`src/rtl/spi_pkg.sv`:
```
// Shared definitions for the SPI mode-3 slave: state encoding, frame size
// and the idle levels of the SPI lines.
package spi_pkg;

  localparam int SPI_BITS = 8;
  localparam int CNT_W    = $clog2(SPI_BITS);

  // Idle levels: sclk idles high in mode 3, cs_n is inactive high, and
  // miso is parked high whenever the slave is not shifting.
  localparam logic SCLK_IDLE = 1'b1;
  localparam logic CS_N_IDLE = 1'b1;
  localparam logic MOSI_IDLE = 1'b1;
  localparam logic MISO_IDLE = 1'b1;

  typedef enum logic {
    ST_IDLE  = 1'b0,
    ST_SHIFT = 1'b1
  } state_t;

endpackage

```
`src/rtl/spi_sync.sv`:
```
// Multi-flop synchronizer bringing one asynchronous SPI line into clk.
// The reset value lets each line come out of reset at its idle level so
// no false edge is seen immediately after reset.
module spi_sync #(
  parameter int   STAGES  = 2,
  parameter logic RST_VAL = 1'b1
) (
  input  logic clk,
  input  logic rst,
  input  logic d,
  output logic q
);

  logic [STAGES-1:0] chain_reg;

  generate
    for (genvar gi = 0; gi < STAGES; gi++) begin : g_stage
      if (gi == 0) begin : g_first
        // First stage samples the raw asynchronous input.
        always_ff @(posedge clk) begin
          if (rst) chain_reg[gi] <= RST_VAL;
          else     chain_reg[gi] <= d;
        end
      end else begin : g_rest
        // Later stages give the first flop time to resolve metastability.
        always_ff @(posedge clk) begin
          if (rst) chain_reg[gi] <= RST_VAL;
          else     chain_reg[gi] <= chain_reg[gi-1];
        end
      end
    end
  endgenerate

  assign q = chain_reg[STAGES-1];

endmodule

```
`src/rtl/spi_slave_xfer.sv`:
```
// SPI mode-3 (CPOL=1, CPHA=1) slave, MSB first, 8-bit frames, fully
// oversampled by clk. Back-to-back bytes within one cs_n assertion are
// supported; tx_data is captured at frame start and at every byte end.
// Optional feature: define SPI_SLAVE_OVERRUN_EN to enable the sticky
// rx_overrun flag; otherwise rx_overrun is tied low.
module spi_slave_xfer
  import spi_pkg::*;
#(
  parameter int SYNC_STAGES = 2
) (
  input  logic                clk,
  input  logic                rst,
  input  logic                sclk,
  input  logic                cs_n,
  input  logic                mosi,
  output logic                miso,
  input  logic [SPI_BITS-1:0] tx_data,
  output logic                tx_taken,
  output logic [SPI_BITS-1:0] rx_data,
  output logic                rx_valid,
  input  logic                rx_ack,
  output logic                busy,
  output logic                rx_overrun
);

  logic sclk_s, cs_n_s, mosi_s;
  logic sclk_prev_reg, cs_n_prev_reg;
  logic sclk_rise, sclk_fall, cs_fall, cs_rise;

  state_t state_reg, state_next;
  logic   start, shift_out, shift_in, byte_done;

  logic [SPI_BITS-1:0] tx_shift_reg;
  logic [SPI_BITS-1:0] rx_shift_reg;
  logic [CNT_W-1:0]    bit_cnt_reg;
  logic                miso_reg;
  logic [SPI_BITS-1:0] rx_data_reg;
  logic                rx_valid_reg;
  logic                tx_taken_reg;

  spi_sync #(.STAGES(SYNC_STAGES), .RST_VAL(SCLK_IDLE)) u_sync_sclk (
    .clk(clk), .rst(rst), .d(sclk), .q(sclk_s)
  );
  spi_sync #(.STAGES(SYNC_STAGES), .RST_VAL(CS_N_IDLE)) u_sync_cs_n (
    .clk(clk), .rst(rst), .d(cs_n), .q(cs_n_s)
  );
  spi_sync #(.STAGES(SYNC_STAGES), .RST_VAL(MOSI_IDLE)) u_sync_mosi (
    .clk(clk), .rst(rst), .d(mosi), .q(mosi_s)
  );

  // Delayed copies of the synchronized lines for edge detection.
  always_ff @(posedge clk) begin
    if (rst) begin
      sclk_prev_reg <= SCLK_IDLE;
      cs_n_prev_reg <= CS_N_IDLE;
    end else begin
      sclk_prev_reg <= sclk_s;
      cs_n_prev_reg <= cs_n_s;
    end
  end

  assign sclk_rise = ~sclk_prev_reg &  sclk_s;
  assign sclk_fall =  sclk_prev_reg & ~sclk_s;
  assign cs_fall   =  cs_n_prev_reg & ~cs_n_s;
  assign cs_rise   = ~cs_n_prev_reg &  cs_n_s;

  // State register.
  always_ff @(posedge clk) begin
    if (rst) state_reg <= ST_IDLE;
    else     state_reg <= state_next;
  end

  // Next state and per-cycle actions; cs_n deassertion overrides any sclk edge.
  always_comb begin
    state_next = state_reg;
    start      = 1'b0;
    shift_out  = 1'b0;
    shift_in   = 1'b0;
    byte_done  = 1'b0;
    unique case (state_reg)
      ST_IDLE: begin
        if (cs_fall) begin
          state_next = ST_SHIFT;
          start      = 1'b1;
        end
      end
      ST_SHIFT: begin
        if (cs_rise) begin
          state_next = ST_IDLE;
        end else begin
          shift_out = sclk_fall;
          shift_in  = sclk_rise;
          byte_done = sclk_rise && (bit_cnt_reg == CNT_W'(SPI_BITS - 1));
        end
      end
      default: state_next = ST_IDLE;
    endcase
  end

  // Shift registers, bit counter, miso driver and received-byte capture.
  always_ff @(posedge clk) begin
    if (rst) begin
      tx_shift_reg <= '1;
      rx_shift_reg <= '0;
      bit_cnt_reg  <= '0;
      miso_reg     <= MISO_IDLE;
      rx_data_reg  <= '0;
      tx_taken_reg <= 1'b0;
    end else begin
      tx_taken_reg <= 1'b0;
      if (cs_rise) begin
        // Frame aborted or finished: drop any partial byte, park miso.
        miso_reg    <= MISO_IDLE;
        bit_cnt_reg <= '0;
      end else if (start) begin
        tx_shift_reg <= tx_data;
        bit_cnt_reg  <= '0;
        tx_taken_reg <= 1'b1;
        miso_reg     <= MISO_IDLE;
      end else begin
        if (shift_out) begin
          miso_reg     <= tx_shift_reg[SPI_BITS-1];
          tx_shift_reg <= {tx_shift_reg[SPI_BITS-2:0], 1'b1};
        end
        if (shift_in) begin
          rx_shift_reg <= {rx_shift_reg[SPI_BITS-2:0], mosi_s};
          if (byte_done) begin
            bit_cnt_reg  <= '0;
            rx_data_reg  <= {rx_shift_reg[SPI_BITS-2:0], mosi_s};
            tx_shift_reg <= tx_data;
            tx_taken_reg <= 1'b1;
          end else begin
            bit_cnt_reg <= bit_cnt_reg + CNT_W'(1);
          end
        end
      end
    end
  end

  // rx_valid: a completing byte beats a simultaneous acknowledge.
  always_ff @(posedge clk) begin
    if (rst)            rx_valid_reg <= 1'b0;
    else if (byte_done) rx_valid_reg <= 1'b1;
    else if (rx_ack)    rx_valid_reg <= 1'b0;
  end

`ifdef SPI_SLAVE_OVERRUN_EN
  logic rx_overrun_reg;

  // Sticky overrun: a byte landed on top of an unacknowledged one.
  always_ff @(posedge clk) begin
    if (rst)                                    rx_overrun_reg <= 1'b0;
    else if (rx_ack)                            rx_overrun_reg <= 1'b0;
    else if (byte_done && rx_valid_reg)         rx_overrun_reg <= 1'b1;
  end

  assign rx_overrun = rx_overrun_reg;
`else
  assign rx_overrun = 1'b0;
`endif

  assign miso     = miso_reg;
  assign tx_taken = tx_taken_reg;
  assign rx_data  = rx_data_reg;
  assign rx_valid = rx_valid_reg;
  assign busy     = ~cs_n_s;

endmodule

```
`config.mk`:
```
export PLATFORM = sky130hd
export DESIGN_NAME = spi_slave_xfer
export DESIGN_NICKNAME = d
export VERILOG_FILES = /design/src/rtl/spi_pkg.sv /design/src/rtl/spi_sync.sv /design/src/rtl/spi_slave_xfer.sv
export SDC_FILE = /design/constraint.sdc
export NUM_CORES = 1
export LEC_CHECK = 0
export CAP_MARGIN = 10
export CORE_MARGIN = 2
export CORE_UTILIZATION = 54
export DETAILED_ROUTE_END_ITERATION = 6
export GPL_TIMING_DRIVEN = 1
export PLACE_DENSITY = 0.85
export RECOVER_POWER = 100
export SLEW_MARGIN = 20
export SYNTH_ARGS = -nofsm -noshare
export SYNTH_HDL_FRONTEND = slang
export SYNTH_SLANG_ARGS = --single-unit
export TNS_END_PERCENT = 50
```
`constraint.sdc`:
```
create_clock -name clk -period 2.9 [get_ports clk]
set_input_delay 0.29 -clock clk [delete_from_list [all_inputs] [get_ports clk]]
set_output_delay 0.29 -clock clk [all_outputs]
set_load 0.005 [all_outputs]
```
# --- After elaboration in Yosys (flattened, before gate mapping) ---
# Index checks and enable logic that the tools add are counted.
word_totals:
  reg_bits: 38
  in_bits: 14
  output_inout_bits: 13
  elab_cells: 55
op_classes:
  addsub: 1
  n_eq_ne: 1
  muxes: 20
  n_bitwise: 11
  reduce_logical: 6
ops:
  columns: ["operator", "count"]
  rows:
  - ["$mux W8", 4]
  - ["$mux W1", 14]
  - ["$not A1 Y1", 7]
  - ["$and A1 B1 Y1", 4]
  - ["$reduce_and A4 Y1", 1]
  - ["$add A3 B1 Y3 const B", 1]
  - ["$eq A3 B3 Y1 const B", 1]
  - ["$mux W3", 1]
  - ["$reduce_and A3 Y1", 1]
  - ["$reduce_or A3 Y1", 1]
  - ["$pmux W1 S2", 1]
  - ["$reduce_bool A2 Y1", 1]
  - ["$reduce_or A2 Y1", 1]
  - ["$logic_and A1 B1 Y1", 1]

# --- Depth between registers and ports, before layout ---
depth:
  ltp_word: 8
  mapped_depth: 7
  depth_no_buf: 6

# --- Hierarchy ---
# From an unflattened synthesis, not the netlist that was laid out.
hier_totals:
  hier_cells: 136
  area_unflattened_um2: 1448.9
modules_own_cells:
  columns: ["module", "instances", "cells_per_inst", "area_per_inst_um2", "seq_area_each_um2"]
  rows:
  - ["spi_slave_xfer", 1, 124, 1291.2, 640.6]
  - ["spi_sync", 3, 4, 52.6, 40.0]

# --- Least setup slack after synthesis ---
# OpenSTA, ideal clock, no wires.
synth_path:
  kind: "register to register"
  start: "register bit_cnt_reg[0]"
  end: "register tx_shift_reg[1]"
  setup_ps: 125
  arrival_time_ps: 1488
  t_required_ps: 2775
  setup_slack_ps: 1287
  stages_incl_launch_ff: 8
  path_buffers: 1
  synth_period_minus_slack_ps: 1613
  cell_sequence: "dfxtp_1 > ha_1 > ha_1 > and3b_1 > nand3_1 > buf_2 > a31o_2 > a21oi_1"
synth_between:
  elab_chain_len: 7
synth_rtl:
  columns: ["element", "line_no", "source"]
  rows:
  - ["start: declaration", "spi_slave_xfer.sv:35", "logic [CNT_W-1:0] bit_cnt_reg;"]
  - ["start signal: assignment", "spi_slave_xfer.sv:133", "bit_cnt_reg <= bit_cnt_reg + CNT_W'(1);"]
  - ["$eq A3 B3 Y1", "spi_slave_xfer.sv:93", "byte_done = sclk_rise && (bit_cnt_reg == CNT_W'(SPI_BITS - 1));"]
  - ["$logic_and A1 B1 Y1", "spi_slave_xfer.sv:93", null]
  - ["$mux W1", "spi_slave_xfer.sv:88", "if (cs_rise) begin"]
  - ["$mux W1", "spi_slave_xfer.sv:80", "unique case (state_reg)"]
  - ["$mux W8", "spi_slave_xfer.sv:127", "if (byte_done) begin"]
  - ["$mux W8", "spi_slave_xfer.sv:125", "if (shift_in) begin"]
  - ["$mux W8", "spi_slave_xfer.sv:115", "end else if (start) begin"]
  - ["end signal: assignment", "spi_slave_xfer.sv:116", "tx_shift_reg <= tx_data;"]
  - ["end signal: assignment", "spi_slave_xfer.sv:123", "tx_shift_reg <= {tx_shift_reg[SPI_BITS-2:0], 1'b1};"]
  - ["end signal: assignment", "spi_slave_xfer.sv:130", "tx_shift_reg <= tx_data;"]
  - ["end: declaration", "spi_slave_xfer.sv:33", "logic [SPI_BITS-1:0] tx_shift_reg;"]
# Every way passes these cells.
# A chain may end at the register's enable or synchronous reset.

==> metrics.cfg <==
[setup_path]
r2r_cells=6
cp.arrival_ns=2.64
r2r_slack_ns=0.83
path_max_fanout=36
critPathKind=in2reg
reg2reg_to=tx_shift_reg[5]$_SDFFE_PP1N_
end_kind=flip-flop
r2r_start=bit_cnt_reg[0]$_SDFFE_PP0P_
cp-start-kind=input pin
required_ns=3.17

[detailed_routing]
drt_pre_antenna_iters=4
wl_per_cell_um=12.7
wl_met3_um=149
final_antenna_net_count=0
vias=1066
wl_met1_um=1140
wl_um=2550
drtIter0Drc=10
drcViolationCount=0
top_layer=met4
vias_per_cell=5.33
wl_met2_um=1220

[timing]
finalSetupViolCount=0
timing.fmax_mhz=423
final-hold-violation-count=0
clock_skew_ns=0.00407
setup_tns_ns=0
fin_crit_ns=2.37
worst_pin_slew_ns=1.39
rsz0062_at_grt=false
fin_crit_sh_pct=81.6
slew_violations=0
worst_slew_margin_rel_pct=7.58

[place]
dp.final_hpwl_um=1840
routabilityCongestion=0.714
place_inst=193
port-buffer-count=25

[layout]
utilization_pct=70.2
diodes=0
fill_cells=196
area_growth_pct=23.1
drive_gt1_share_pct=8.82
final_common_cell=dfxtp_1
final_cell_mix=dfxtp_1, nor2_1, mux2i_1, dlygate4sd3_1
finalNetCount=186
instances_no_fill=200

[synthesis]
ys_types=26
synth_warnings=0
syn_nets=160
ys_seq_area_share_pct=53.3
syn_area_um2=1430
netlist_instances=144
synth_seq_cells=38
synth_area_per_cell_um2=9.91

[pwr]
power.density_nw_per_um2=544
p_int_mw=0.759
clockPowerShare_pct=38.6
power_switching_mw=0.196
peakVddDrop_mv=0.450
cellLeakagePower_nw=0.847
comb_power_share_pct=5.1
power_frac_seq_pct=56.3
finalPower_mw=0.955
p_sw_share_pct=20.5

[cts]
cts.sinks=38
path_clk_slew_ns=0.10
ctsResizeCount=0
post_cts_buffers=0
cts_root_buf=clkbuf_4
cts_tree=yes
postCtsHoldBufs=0
clockBufferDepth=2
htreeDepth=2
cts_made_buffers=5
worst_skew_pair.late_latency_ns=0.34

[flow_run]
maxCapViolations=0

[global_route]
grt_pass1_vias=1044
track_usage_pct=18.7
antenna_found_initial=0
grt_first_pass_wirelength_um=4510
gr-total-overflow=0
grt_max_degree=37

[die]
num_io_pins=27
row_count=18
initial_utilization_pct=57.1
dieArea_um2=3070
die_h_um=55.4
die_w_um=55.4
core-area_um2=2500

[worst_hold_path]
whs_path_depth=1
worstHoldPathType=reg2reg
min_from=u_sync_cs_n.chain_reg[0]$_SDFF_PP1_
holdPathEnd=u_sync_cs_n.q$_SDFF_PP1_

[run_status]
outcome=completed

[through the flow]
stage	setup slack, ns	instance area (um2)	hold slack (ns)
2_1_floorplan	1.29	1430	0.389
3_3_place_gp	0.990	1680	0.392
3_5_place_dp	0.856	1680	0.403
4_1_cts	0.828	1770	0.432
5_1_grt	0.401	1760	0.442
6_report	0.534	1760	0.426
[routing by layer]
metal,GRT usage (%),vias to the layer above
li1,-,539
met1,21.7,487
met2,31.0,34
met3,7.26,6
met4,7.32,0
met5,0,-
[layout make-up]
cell class / count / area (um2) / area share (%)
multi-input cells: 90 / 584 / 33.3
inverters: 8 / 30.0 / 1.71
flip-flops and latches: 38 / 761 / 43.3
repair buffers: 27 / 262 / 14.9
clock inverters: 1 / 30.0 / 1.71
clock buffers: 6 / 51.3 / 2.92
well taps: 30 / 37.5 / 2.14
[power groups by stage]
| stage | Sequential (mW) | Clock [mW] | Combinational (mW) |
|---|---|---|---|
| CTS | 0.538 | 0.374 | 0.0510 |
| finish | 0.538 | 0.368 | 0.0491 |
| global route | 0.539 | 0.397 | 0.0538 |
| global placement | 0.549 | 0 | 0.0491 |
| floorplan | 0.548 | 0 | 0.0281 |
| detailed placement | 0.550 | 0 | 0.0510 |
[synth_stat cells]
cell type / number / share of area [%]
nor3_1: 2 / 0.70
clkbuf_1: 3 / 0.79
buf_6: 1 / 0.79
nand2_1: 8 / 2.1
or3_1: 4 / 1.8
or2_1: 1 / 0.44
buf_4: 1 / 0.53
nand4b_1: 1 / 0.61
a31o_2: 1 / 0.61
nor2_1: 18 / 4.7
ha_1: 2 / 1.8
mux2i_1: 17 / 12
inv_1: 8 / 2.1
a31oi_2: 1 / 0.88
nand3_1: 1 / 0.35
dfxtp_1: 38 / 53
o32ai_1: 7 / 4.3
a21oi_1: 12 / 4.2
nor2b_1: 1 / 0.44
or3b_1: 2 / 1.2
conb_1: 1 / 0.26
or2_2: 7 / 3.1
nor3b_1: 1 / 0.53
and3b_1: 1 / 0.61
nand2b_1: 2 / 0.88
buf_2: 3 / 1.1
[kinds of logic after synthesis]
kind of cell	after synthesis	synth area share [%]
buffers and inverters	16	5.26
and+or+nand+nor	49	17.5
other	1	0.263
adders and majority gates	2	1.75
AOI/OAI and AO/OA	21	10.0
DFF	38	53.3
muxes	17	11.9
[worst max path at each step]
stage	depth (start not counted)	startpoint	slack, ns	endpoint
global route	5	rst	0.40	tx_shift_reg[6]$_SDFFE_PP1N_
detailed placement	6	bit_cnt_reg[0]$_SDFFE_PP0P_	0.86	tx_shift_reg[5]$_SDFFE_PP1N_
finish	5	rst	0.53	tx_shift_reg[5]$_SDFFE_PP1N_
floorplan	7	bit_cnt_reg[0]$_SDFFE_PP0P_	1.29	tx_shift_reg[1]$_SDFFE_PP1N_
CTS	6	bit_cnt_reg[0]$_SDFFE_PP0P_	0.83	tx_shift_reg[5]$_SDFFE_PP1N_
global placement	6	bit_cnt_reg[0]$_SDFFE_PP0P_	0.99	tx_shift_reg[2]$_SDFFE_PP1N_
[critical path, stage by stage]
cell           delay (ns)
dlygate4sd3_1        0.55
clkbuf_1             1.02
nor3_1               0.23
a31o_1               0.37
a21oi_1              0.18
No activity file was read; power rests on OpenSTA's default activity.
